File: config.mk
export PLATFORM = sky130hd
export DESIGN_NAME = systolic_feeder
export DESIGN_NICKNAME = d
export VERILOG_FILES = /design/src/rtl/systolic_feeder.sv
export SDC_FILE = /design/constraint.sdc
export NUM_CORES = 1
export LEC_CHECK = 0
export CORE_UTILIZATION = 53
export CTS_CLUSTER_DIAMETER = 30
export DETAILED_ROUTE_END_ITERATION = 8
export GPL_TIMING_DRIVEN = 0
export PLACE_DENSITY = 0.84
export SETUP_SLACK_MARGIN = 0.05
export SYNTH_ARGS = -nofsm -noshare
export SYNTH_HDL_FRONTEND = slang
export SYNTH_SLANG_ARGS = --single-unit
File: constraint.sdc
create_clock -name clk -period 3.1 [get_ports clk]
set_input_delay 0.62 -clock clk [delete_from_list [all_inputs] [get_ports clk]]
set_output_delay 0.62 -clock clk [all_outputs]
set_load 0.05 [all_outputs]
File: src/rtl/systolic_feeder.sv
// Skewing feeder for one edge of a systolic array: walks a matrix ROM row by row
// and emits each row with lane i delayed i cycles, then zero-flushes the skew.
module systolic_feeder #(
  parameter int DATA_WIDTH = 8,
  parameter int BLOCK_SIZE = 3,
  parameter int MEM_DEPTH  = 9
) (
  input  logic                             clk,
  input  logic                             reset,
  input  logic                             start,
  input  logic                             hold,
  output logic                             rd_en,
  output logic [$clog2(MEM_DEPTH)-1:0]     addr,
  input  logic [BLOCK_SIZE*DATA_WIDTH-1:0] rom_data,
  output logic [BLOCK_SIZE*DATA_WIDTH-1:0] data_out,
  output logic                             valid_out,
  output logic                             busy,
  output logic                             done
);

  localparam int AW = $clog2(MEM_DEPTH);
  localparam int KW = (BLOCK_SIZE > 1) ? $clog2(BLOCK_SIZE) : 1;

  typedef enum logic [1:0] {
    IDLE  = 2'd0,
    FETCH = 2'd1,
    DRAIN = 2'd2,
    DONE  = 2'd3
  } state_t;

  state_t          state_q;
  logic [KW-1:0]   k_q;
  logic [AW-1:0]   row_addr_q;
  logic            valid_q;
  logic            done_q;

  // Sequencer: IDLE -> FETCH (N rows) -> DRAIN (N-1 flush beats) -> DONE -> IDLE; hold freezes it.
  always_ff @(posedge clk or negedge reset) begin
    if (!reset) begin
      state_q    <= IDLE;
      k_q        <= {KW{1'b0}};
      row_addr_q <= {AW{1'b0}};
      valid_q    <= 1'b0;
      done_q     <= 1'b0;
    end else if (!hold) begin
      case (state_q)
        IDLE: begin
          valid_q    <= 1'b0;
          done_q     <= 1'b0;
          k_q        <= {KW{1'b0}};
          row_addr_q <= {AW{1'b0}};
          if (start) begin
            state_q <= FETCH;
          end
        end
        FETCH: begin
          valid_q    <= 1'b1;
          row_addr_q <= row_addr_q + AW'(BLOCK_SIZE);
          if (k_q == KW'(BLOCK_SIZE - 1)) begin
            k_q <= {KW{1'b0}};
            if (BLOCK_SIZE == 1) begin
              state_q <= DONE;
              done_q  <= 1'b1;
            end else begin
              state_q <= DRAIN;
            end
          end else begin
            k_q <= k_q + KW'(1);
          end
        end
        DRAIN: begin
          valid_q <= 1'b1;
          if (k_q == KW'(BLOCK_SIZE - 2)) begin
            k_q     <= {KW{1'b0}};
            state_q <= DONE;
            done_q  <= 1'b1;
          end else begin
            k_q <= k_q + KW'(1);
          end
        end
        DONE: begin
          valid_q <= 1'b0;
          done_q  <= 1'b0;
          state_q <= IDLE;
        end
        default: begin
          state_q    <= IDLE;
          k_q        <= {KW{1'b0}};
          row_addr_q <= {AW{1'b0}};
          valid_q    <= 1'b0;
          done_q     <= 1'b0;
        end
      endcase
    end
  end

  // The row base address is held through a stall so the ROM address stays stable.
  assign rd_en     = (state_q == FETCH) && !hold;
  assign addr      = (state_q == FETCH) ? row_addr_q : {AW{1'b0}};
  assign valid_out = valid_q;
  assign done      = done_q;
  assign busy      = (state_q != IDLE);

  for (genvar i = 0; i < BLOCK_SIZE; i++) begin : g_lane
    logic [DATA_WIDTH-1:0] chain_q [0:i];
    logic [DATA_WIDTH-1:0] stage0_d;

    // Stage 0 loads the ROM word during FETCH and zero otherwise so DRAIN flushes the skew.
    always_comb begin
      if (state_q == FETCH) begin
        stage0_d = rom_data[i*DATA_WIDTH +: DATA_WIDTH];
      end else begin
        stage0_d = {DATA_WIDTH{1'b0}};
      end
    end

    // Lane i delay line of i+1 registers; cleared on the edge leaving DONE.
    always_ff @(posedge clk or negedge reset) begin
      if (!reset) begin
        for (int j = 0; j <= i; j++) begin
          chain_q[j] <= {DATA_WIDTH{1'b0}};
        end
      end else if (!hold) begin
        if (state_q == DONE) begin
          for (int j = 0; j <= i; j++) begin
            chain_q[j] <= {DATA_WIDTH{1'b0}};
          end
        end else if ((state_q == FETCH) || (state_q == DRAIN)) begin
          chain_q[0] <= stage0_d;
          for (int j = 1; j <= i; j++) begin
            chain_q[j] <= chain_q[j-1];
          end
        end
      end
    end

    assign data_out[i*DATA_WIDTH +: DATA_WIDTH] = chain_q[i];
  end

endmodule

==> Yosys cells after proc, flatten, opt, wreduce, memory -nomap -nowiden <==
Index checks and enable logic that the tools add are counted.
Widths: inputs -> output; s select.
{ "word_totals": {"ff_bits": 58, "latch_bits": 0, "ram_bits": 0, "rom_bits": 0, "inputBits": 28, "output_inout_bits": 32, "elab_cells": 59, "n_memories": 0} }
{ "classes": {"n_addsub": 2, "multipliers": 0, "div": 0, "magnitude_cmp": 0, "eq_ne": 8, "shifts": 0, "muxes": 21, "bitwise_logic": 1, "reduce_logical": 16} }
{ "op_table": {"columns": ["op", "n"], "rows": [
  ["$mux 24", 2],
  ["$mux 8", 5],
  ["$mux 16", 2],
  ["$mux 2", 5],
  ["$pmux 2 s4", 1],
  ["$pmux 4 s2", 1],
  ["$reduce_bool 2->1", 4],
  ["$eq 2x2->1 const B", 3],
  ["$ne 2x2->1 const B", 3],
  ["$pmux 2 s3", 1],
  ["$reduce_and 2->1", 3],
  ["$add 4x2->4 const B", 1],
  ["$eq 2x1->1 const B", 2],
  ["$mux 4", 1],
  ["$pmux 1 s2", 2],
  ["$reduce_and 4->1", 1],
  ["$reduce_or 2->1", 2],
  ["$reduce_and 3->1", 1],
  ["$reduce_bool 3->1", 1],
  ["$add 2x1->2 const B", 1],
  ["$logic_not 2->1", 1],
  ["$logic_and 1x1->1", 1],
  ["$logic_not 1->1", 1],
  ["$logic_or 1x1->1", 1],
  ["other kinds (2)", 2]
]} }

==> Depth between registers and ports, before layout <==
Gate-level depths: netlist of run 1.
{ "depth": {"ltp_word": 4, "ltp_mapped": 7, "mapped_depth_nobuf": 6} }

==> Worst setup path after synthesis of run 1 <==
No wires, ideal clock.
{ "synth_path": {"path_kind": "register -> output", "start": "register state_q[1]", "end": "output addr[0]", "arrival_ps": 1304, "required_ps": 2480, "path_slack_ps": 1176, "stages_incl_launch_ff": 5, "path_cell_list": "dfrtp_1 inv_1 ha_1 clkbuf_1 and2_1"} }
{ "synth_between": {"elab_chain_cells": 2} }
{ "synth_rtl": {"columns": ["item", "line", "text"], "rows": [
  ["start: declaration", "31", "state_t state_q;"],
  ["start signal: assignment", "40", "state_q <= IDLE;"],
  ["start signal: assignment", "53", "state_q <= FETCH;"],
  ["start signal: assignment", "62", "state_q <= DONE;"],
  ["$eq 2x1->1", "99", "assign addr = (state_q == FETCH) ? row_addr_q : {AW{1'b0}};"],
  ["$mux 4", "99", null],
  ["end: declaration", "13", "output logic [$clog2(MEM_DEPTH)-1:0] addr,"]
]} }
No other way between the ends.

==> Worst setup path in the final report of run 1 <==
{ "layout_path": {"start": "register state_q[1]", "end": "output rd_en"} }
{ "layout_between": {"elab_chain_cells": 2} }
{ "layout_rtl": {"columns": ["item", "line", "text"], "rows": [
  ["$eq 2x1->1", "98", "assign rd_en = (state_q == FETCH) && !hold;"],
  ["$logic_and 1x1->1", "98", null],
  ["end: declaration", "12", "output logic rd_en,"]
]} }
No other way between the ends.

==> flow_metrics.tcl, run 1 <==
set metrics [dict create \
    cts_buffer_depth 2 \
    cts_tree "built" \
    root_buffer "clkbuf_8" \
    async_flop_share_pct 100 \
    clk_pin_slew_worst_paths_ns 0.07 \
    maxSlewHeadroom_pct 50.0 \
    gp_congestion 0.753 \
    slowest_stage "dfrtp_1" \
    ys_seq_elements 58 \
    cp_slowest_stage_delay_ns 0.41 \
    yosysTopAreaCellShare_pct 56.5 \
    ys.flop_type "dfrtp_1" \
    cp.required_ns 2.48 \
    dp_hpwl_um 3600 \
    grt_pass1_vias 1911 \
    synth_top_family_by_area "compound AO/OA/AOI/OAI gates" \
    tightestPinTransition_ns 0.751 \
    antennaDiodeCount 0 \
    finalHoldViolations 0 \
    post_dp_cell_area_mm2 0.00323 \
    start_util_pct 57.1 \
    setup_viol 0 \
    syn_inst 235 \
    cp_common_cell "inv_1" \
    crit_family "buffers and inverters" \
    route.detailed.drc 0 \
    vias 1927 \
    path_max_fanout 10 \
    area_growth_pct 36.0 \
    reg2reg_slack_ns 1.19 \
    yosys.area_share.simple_pct 13.9 \
    overflow 0 \
    yosysWarnings 0 \
    cts.sink_count 58 \
    drive_above_1_share_pct 13.5 \
    use_met3_pct 7.74 \
    wl_um 5380 \
    cap_violations 0 \
    synthMuxAreaShare_pct 1.70 \
    holdBufCountCts 0 \
    wl_per_cell_um 14.9 \
    crit_arrival_ns 1.96 \
    synthAdderAreaFrac_pct 2.43 \
    path_cells "inv_1, ha_1, clkbuf_1, nand2b_1, inv_1, dlymetal6s2s_1" \
    end_kind "output pin" \
    grt_use_met1_pct 27.3 \
    syn_area_per_cell_um2 10.9 \
    core_area_mm2 0.00450 \
    placementRows 24 \
    synth_area_mm2 0.00257 \
    track_usage_pct 23.4 \
    path_class "reg -> out" \
    drt_iter0_markers 117 \
    yosys.cell_types.count 24 \
    firstDrtPassIters 4 \
    final_antenna_net_count 0 \
    ys_seq_area_share_pct 56.5 \
    power_density_mw_per_mm2 1160 \
    max_freq_mhz 387 \
    post-route-min-period_ns 2.58 \
    ir_drop_mv 0.724 \
    cellLeakagePower_nw 1.68 \
    start_kind "register" \
    dieHeight_um 71.6 \
    slew_violations 0 \
    stdcell_area_mm2 0.00349 \
    reg2reg_to "g_lane[0].chain_q[0]$_DFFE_PN0P_" \
    syn_nets 268 \
    power_w 0.00404 \
    finalClockSkew_ns 0.00725 \
    grt.busiest_layer "met2" \
    whs_ns 0.352 \
    synth_compound_area_share_pct 16.6 \
    yosys-top-cells-area "dfrtp_1 (56%), a22o_1 (8.9%), nand2b_1 (6.6%), o21ai_0 (5.8%), buf_4 (4.7%)" \
    yosys.area.top_type "dfrtp_1" \
    clock_latency_ns 0.33 \
    die-area_mm2 0.00513 \
    synth_edf_count 0 \
    r2r-start "state_q[0]$_DFFE_PN0P_" \
    path_buf_inv 4 \
    cts_buffers 9 \
    tns_ns 0 \
    avgViaCountPerCell 5.32 \
    antenna_found_initial 0 \
    port_buffers 58 \
    ioPinCount 60 \
    synth_xor_area_share_pct 0 \
    rsz0062_at_grt "no" \
    grt_max_degree 34 \
    final_net_count 338 \
    use_met2_pct 39.6 \
    status "finished, final reports clean" \
    ff2ff_path_depth 7 \
    grt_pass1_wl_um 8940 \
    worst_hold_path_type "in -> async" \
    htree_num_levels 3 \
    timing.final.crit_share_pct 83.3 \
    fp.dieW_um 71.6 \
]
## flip-flops by register name, indices dropped and copies added, names as in the netlist
register	flops
k_q	2
state_q	2
done	1
g_lane.chain_q	32
row_addr_q	4
valid_out	1
data_out	16
## cell type report
type / count / area [µm²]
repair buffers: 59 / 608
multi-input cells: 140 / 890
fillers: 313 / 1010
flip-flops and latches: 58 / 1450
clock buffers: 11 / 151
plain buffers: 30 / 203
clock inverters: 5 / 100
well taps: 52 / 65.1
inverters: 7 / 26.3
## worst max-delay path by stage
stage,startpoint,end,slack [ns],cells after the start
after global placement,reset,g_lane[0].chain_q[2]$_DFFE_PN0P_,-0.35,1
final,state_q[1]$_DFFE_PN0P_,rd_en,0.52,6
after floorplan,state_q[1]$_DFFE_PN0P_,addr[0],1.18,4
after CTS,state_q[1]$_DFFE_PN0P_,rd_en,0.09,6
after global routing,state_q[1]$_DFFE_PN0P_,rd_en,0.35,6
after detailed placement,state_q[1]$_DFFE_PN0P_,rd_en,0.48,6
## Yosys cell counts, types with 2 or more instances
| cell | count |
|---|---|
| dfrtp_1 | 58 |
| o21ai_0 | 30 |
| nand2_1 | 29 |
| nand2b_1 | 27 |
| a22o_1 | 26 |
| buf_4 | 16 |
| clkbuf_1 | 10 |
| inv_1 | 7 |
| ha_1 | 5 |
| and2_1 | 4 |
| buf_6 | 4 |
| mux2_2 | 3 |
| a21o_1 | 2 |
| nor2_1 | 2 |
| nor3_1 | 2 |
| o211ai_1 | 2 |
## cell families after synthesis
group,Yosys count
mux,4
fa+ha+maj,5
compound gates,63
simple gates,68
flops,58
buf+inv,37
## per-layer routing
layer	wire length (µm)	share of wire, %	vias up
li1	-	-	920
met1	2300	43	941
met2	2720	51	54
met3	233	4.3	12
met4	116	2.2	0
met5	0	0	-
## placed cells by master (no fill, tap or decap), types with 2 or more instances in the layout
cell type	netlist	layout
a21o_1	2	2
a22o_1	26	26
and2_1	4	4
buf_4	16	16
buf_6	4	4
bufinv_16	0	3
clkbuf_1	10	10
clkbuf_8	0	11
clkdlybuf4s50_1	0	52
clkinv_2	0	2
dfrtp_1	58	58
dlymetal6s2s_1	0	5
ha_1	5	5
inv_1	7	7
mux2_2	3	3
nand2_1	29	29
nand2b_1	27	27
nor2_1	2	2
nor3_1	2	2
o211ai_1	2	2
o21ai_0	30	30
## power by group
| part | switching (W) | internal [W] | total, W |
|---|---|---|---|
| sequential | 0.000194 | 0.00107 | 0.00127 |
| combinational | 0.00113 | 0.000775 | 0.00190 |
| clock | 0.000299 | 0.000575 | 0.000874 |
| total | 0.00162 | 0.00242 | 0.00404 |
## metrics by stage
step,worst slack (ns),util [%],cells
after floorplan,1.18,-,235
after global placement,-0.350,71.4,345
after detailed placement,0.482,71.7,346
after CTS,0.0862,77.3,362
after global routing,0.352,77.6,362
final,0.518,77.6,362
## what timing repair did
action                                 4_1_cts  5_1_grt
endpoints found under the hold margin        0        0
setup endpoints to repair                    0        5
setup buffers                                0        0
gates resized for setup                      0        5
(Power assumes the default switching activity.)
==> inputs of run 2 (changes only) <==
Settings changed: CORE_UTILIZATION 53 to 49, PLACE_DENSITY 0.84 to 0.79.
Clock period 3.1 ns to 2.6 ns, I/O delays scaled along.
==> run 2 against run 1 <==
Compared with the run above: setup slack got worse by 0.22 ns; clock skew increased by 0.0021 ns; combinational power increased by 18%; largest cell class unchanged; global-route usage decreased by 2.3 points; sequential share of layout area increased by 0.60 points; critical path type unchanged; core utilization decreased by 7.0 points; wire length decreased by 3.1%; sequential cell count unchanged; via count decreased by 3.3%; cell area decreased by 1.4%; die area increased by 7.9%.
==> flow_metrics.tcl, run 2 (synthesized netlist as in run 1, its figures left out) <==
set metrics [dict create \
    final_cell_mix "dfrtp_1 (58), clkdlybuf4s50_1 (51), o21ai_0 (30), nand2_1 (29), nand2b_1 (27)" \
    start_util_pct 52.7 \
    cap_violations 0 \
    dieHeight_um 74.4 \
    core_area_mm2 0.00488 \
    overflow 0 \
    end_kind "output pin" \
    cp.required_ns 2.08 \
    timing.final.crit_share_pct 88.4 \
    path_class "reg -> out" \
    firstDrtPassIters 4 \
    fp.dieW_um 74.4 \
    setup_viol 0 \
    holdBufCountCts 0 \
    dp_hpwl_um 3690 \
    final_common_cell "dfrtp_1" \
    cts.sink_count 58 \
    power_density_mw_per_mm2 1360 \
    avgViaCountPerCell 4.94 \
    slew_violations 0 \
    track_usage_pct 21.0 \
    ioPinCount 60 \
    wl_um 5210 \
    grt_pass1_vias 1837 \
    drt_iter0_markers 118 \
    placementRows 25 \
    drive_above_1_share_pct 15.2 \
    root_buffer "clkbuf_8" \
    stdcell_area_mm2 0.00344 \
    worst_hold_path_type "in -> async" \
    htree_num_levels 3 \
    cts_tree "built" \
    finalHoldViolations 0 \
    finalClockSkew_ns 0.00937 \
    tightestPinTransition_ns 0.724 \
    rsz0062_at_grt "no" \
    grt_max_degree 32 \
    crit_arrival_ns 1.78 \
    cts_buffers 9 \
    cellLeakagePower_nw 1.59 \
    clk_pin_slew_worst_paths_ns 0.08 \
    largest_reg_flops 32 \
    post-route-min-period_ns 2.30 \
    final_antenna_net_count 0 \
    route.detailed.drc 0 \
    layout_setup_ws_ns 0.302 \
    path_max_fanout 10 \
    gp_congestion 0.734 \
    top_register "g_lane.chain_q" \
    pre_cts_slack_ns 0.131 \
    vias 1863 \
    post_cts_buffers 0 \
    status "finished, final reports clean" \
    max_freq_mhz 435 \
    start_kind "register" \
    cts_buffer_depth 2 \
    antennaDiodeCount 0 \
    post-route-util_pct 70.6 \
    post_dp_cell_area_mm2 0.00325 \
    maxSlewHeadroom_pct 51.7 \
    ir_drop_mv 0.807 \
    die-area_mm2 0.00554 \
    area_growth_pct 34.0 \
    clock_latency_ns 0.34 \
    final_net_count 338 \
    grt_pass1_wl_um 8450 \
    port_buffers 58 \
    antenna_found_initial 0 \
    wl_per_cell_um 13.8 \
]
[run 2: cell types whose count changed in the layout (fill, tap and decap cells not counted), sizes merged]
cell / change
bufinv: -1
clkbuf: +4
clkdlybuf4s50: -1
clkinv: +2
dlymetal6s2s: -4
[run 2: path summary, 6_finish.rpt]
check	startpoint	end	slack, ns	cells past startpoint
min in group clk	hold	valid_out$_DFFE_PN0N_	0.47	2
setup reg to reg	state_q[0]$_DFFE_PN0P_	g_lane[2].chain_q[22]$_DFFE_PN0P_	0.75	7
max in group asynchronous	reset	data_out[11]$_DFFE_PN0P_	1.77	2
hold reg to reg	data_out[13]$_DFFE_PN0P_	data_out[13]$_DFFE_PN0P_	0.48	2
hold / removal	reset	data_out[23]$_DFFE_PN0P_	0.24	1
setup / recovery	state_q[1]$_DFFE_PN0P_	rd_en	0.30	6
[run 2: area by class of cell]
class / count / area, µm²
Sequential cell: 58 / 1450
Multi-Input combinational cell: 140 / 890
Tap cell: 67 / 83.8
Timing Repair Buffer: 59 / 573
Clock inverter: 6 / 80.1
Buffer: 30 / 203
Clock buffer: 10 / 138
Inverter: 7 / 26.3
Fill cell: 385 / 1440
[run 2: routing by layer]
layer / GRT usage (%) / share of wire [%] / vias up / wire length, µm
met5: 0 / 0 / - / 0
met4: 8.18 / 1.3 / 0 / 67
met3: 6.64 / 4.2 / 6 / 221
met2: 34.3 / 50 / 44 / 2590
met1: 26.1 / 45 / 888 / 2330
li1: - / - / 925 / -
[run 2: worst max-delay path: stages, from the launching register on]
cell and delay [ns]:
dfrtp_1 0.41, inv_1 0.09, ha_1 0.18, clkbuf_1 0.30, nand2b_1 0.14, inv_1 0.07, clkbuf_2 0.26
[run 2: repair_timing]
action | CTS | global route
pin swaps | 0 | 0
gates resized for setup | 10 | 6
hold endpoints to repair | 0 | 0
endpoints found under the setup margin | 5 | 6
[run 2: report_power, final]
part / switching [W] / leakage (nW) / internal (W)
clock network: 0.000364 / 0.116 / 0.000559
logic: 0.00133 / 0.696 / 0.000908
registers: 0.000229 / 0.781 / 0.00128
total: 0.00193 / 1.59 / 0.00274
[run 2: metrics by stage]
| step | total power (W) | instances | setup TNS, ns | hold slack (ns) |
|---|---|---|---|---|
| global placement | 0.00372 | 360 | -44.69 | 0.461 |
| floorplan | 0.00311 | 235 | 0 | 0.224 |
| detailed placement | 0.00379 | 361 | 0 | 0.472 |
| global route | 0.00495 | 377 | 0 | 0.302 |
| CTS | 0.00472 | 377 | 0 | 0.251 |
| finish | 0.00467 | 377 | 0 | 0.240 |
==> inputs of run 3 (changes only) <==
Settings changed: REMOVE_ABC_BUFFERS set to 1.
==> run 3 against run 2 <==
Compared with the run above: wire length shrank 7.8%; clock-buffer cell count grew 4; fmax shrank 4.6%; global-route usage down 1.8 points; via count fell by 7.1%; clock power is 18% lower; hold slack lost 0.024 ns; critical path type unchanged; largest power group unchanged.
==> flow_metrics.tcl, run 3 (synthesized netlist as in run 1, its figures left out) <==
set metrics [dict create \
    cellLeakagePower_nw 1.47 \
    drt_iter0_markers 60 \
    final_cell_mix "dfrtp_1 (58), clkdlybuf4s50_1 (52), o21ai_0 (30), nand2_1 (29), nand2b_1 (27)" \
    die-area_mm2 0.00554 \
    maxSlewHeadroom_pct 39.7 \
    area_growth_pct 26.9 \
    net-switching-power_w 0.00185 \
    status "finished, final reports clean" \
    clock_latency_ns 0.34 \
    worst_hold_path_type "in -> async" \
    holdBufCountCts 0 \
    finalClockSkew_ns 0.00813 \
    slew_violations 0 \
    ir_drop_mv 0.862 \
    crit_arrival_ns 1.89 \
    core_area_mm2 0.00488 \
    dp_hpwl_um 3000 \
    start_util_pct 52.7 \
    vias 1731 \
    drive_above_1_share_pct 9.54 \
    track_usage_pct 19.2 \
    start_kind "register" \
    avgViaCountPerCell 4.95 \
    wl_um 4810 \
    final_antenna_net_count 0 \
    fp.dieW_um 74.4 \
    tightestPinTransition_ns 0.904 \
    post-route-min-period_ns 2.41 \
    cts.sink_count 58 \
    end_kind "output pin" \
    clk_pin_slew_worst_paths_ns 0.06 \
    grt_pass1_vias 1620 \
    timing.final.crit_share_pct 92.6 \
    power_density_mw_per_mm2 1330 \
    startpoint "state_q[1]$_DFFE_PN0P_" \
    htree_num_levels 3 \
    gp_congestion 0.745 \
    path_max_fanout 13 \
    tns_ns 0 \
    clockPowerShare_pct 17.6 \
    p_seq_share_pct 34.7 \
    overflow 0 \
    wl_per_cell_um 13.7 \
    reg2reg_to "g_lane[0].chain_q[6]$_DFFE_PN0P_" \
    r2r-start "state_q[0]$_DFFE_PN0P_" \
    swShare_pct 42.9 \
    finalHoldViolations 0 \
    ff2ff_path_depth 5 \
    route.detailed.drc 0 \
    largest_reg_flops 32 \
    cp.required_ns 2.08 \
    final_common_cell "dfrtp_1" \
    internal_power_w 0.00247 \
    firstDrtPassIters 4 \
    ioPinCount 60 \
    cts_buffer_depth 2 \
    port_buffers 59 \
    cts_buffers 9 \
    antennaDiodeCount 0 \
    cap_violations 0 \
    power_frac_comb_pct 47.7 \
    final_net_count 311 \
    grt_max_degree 44 \
    cts_tree "built" \
    dieHeight_um 74.4 \
    grt_pass1_wl_um 7530 \
    top_register "g_lane.chain_q" \
    placementRows 25 \
    rsz0062_at_grt "no" \
    power_w 0.00432 \
    path_class "reg -> out" \
    max_freq_mhz 415 \
    reg2reg_slack_ns 0.42 \
    root_buffer "clkbuf_8" \
    setup_viol 0 \
    antenna_found_initial 0 \
]
-- run 3: cell count changes in the layout (fill, tap and decap cells not counted), sizes merged --
cell / previous run / this run
clkinv: 4 / 2
nor3b: 1 / 2
buf: 22 / 3
bufinv: 2 / 0
clkbuf: 25 / 18
clkdlybuf4s15: 0 / 1
clkdlybuf4s50: 51 / 52
-- run 3: stage by stage --
stage	setup slack [ns]	cells	utilization (%)	instance area (µm²)	hold WS (ns)
after floorplan	0.118	205	-	2370	0.224
after global placement	-1.11	331	62.3	3040	0.461
after detailed placement	-0.310	333	63.1	3080	0.470
final	0.192	350	66.8	3260	0.215
after CTS	0.0572	349	66.7	3250	0.222
after global routing	0.0581	350	66.8	3260	0.239
-- run 3: timing repair --
| item | CTS | global route |
|---|---|---|
| resized for setup | 5 | 11 |
| buffers inserted | 0 | 0 |
| pin swaps | 0 | 1 |
| cloned | 0 | 1 |
| setup endpoints to repair | 5 | 28 |
-- run 3: metal layers --
layer / routed length, µm / up-vias / GRT usage [%] / share of wire (%)
li1: - / 869 / - / -
met3: 235 / 8 / 9.89 / 4.9
met4: 73 / 0 / 7.55 / 1.5
met5: 0 / - / 0 / 0
met1: 2210 / 812 / 22.5 / 46
met2: 2290 / 42 / 30.1 / 48
-- run 3: worst max path at each step --
stage | end | slack, ns | depth (start not counted)
after detailed placement | g_lane[0].chain_q[4]$_DFFE_PN0P_ | -0.31 | 4
after floorplan | g_lane[0].chain_q[0]$_DFFE_PN0P_ | 0.12 | 5
after CTS | g_lane[0].chain_q[6]$_DFFE_PN0P_ | 0.06 | 4
after global placement | g_lane[0].chain_q[6]$_DFFE_PN0P_ | -1.11 | 4
after global routing | addr[3] | 0.06 | 4
final | addr[3] | 0.19 | 4
-- run 3: cell type report --
type                    count  area [µm²]
clock buffers              14         173
clock inverters             2        10.0
fillers                   398        1620
inverters                   7        26.3
multi-input cells         141         908
flip-flops and latches     58        1450
well taps                  67        83.8
repair buffers             61         608
-- run 3: power groups by stage --
stage               clock network (W)  logic, W  registers (W)
finish                       0.000760   0.00206        0.00150
global route                 0.000829   0.00221        0.00155
CTS                          0.000784   0.00206        0.00150
detailed placement                  0   0.00207        0.00151
global placement                    0   0.00201        0.00150
floorplan                           0  0.000798        0.00209
-- run 3: worst max-delay path, stage by stage, from the launching register on --
cell and delay (ns):
dfrtp_1 0.41, inv_1 0.09, ha_1 0.39, and2_1 0.18, clkdlybuf4s15_1 0.49
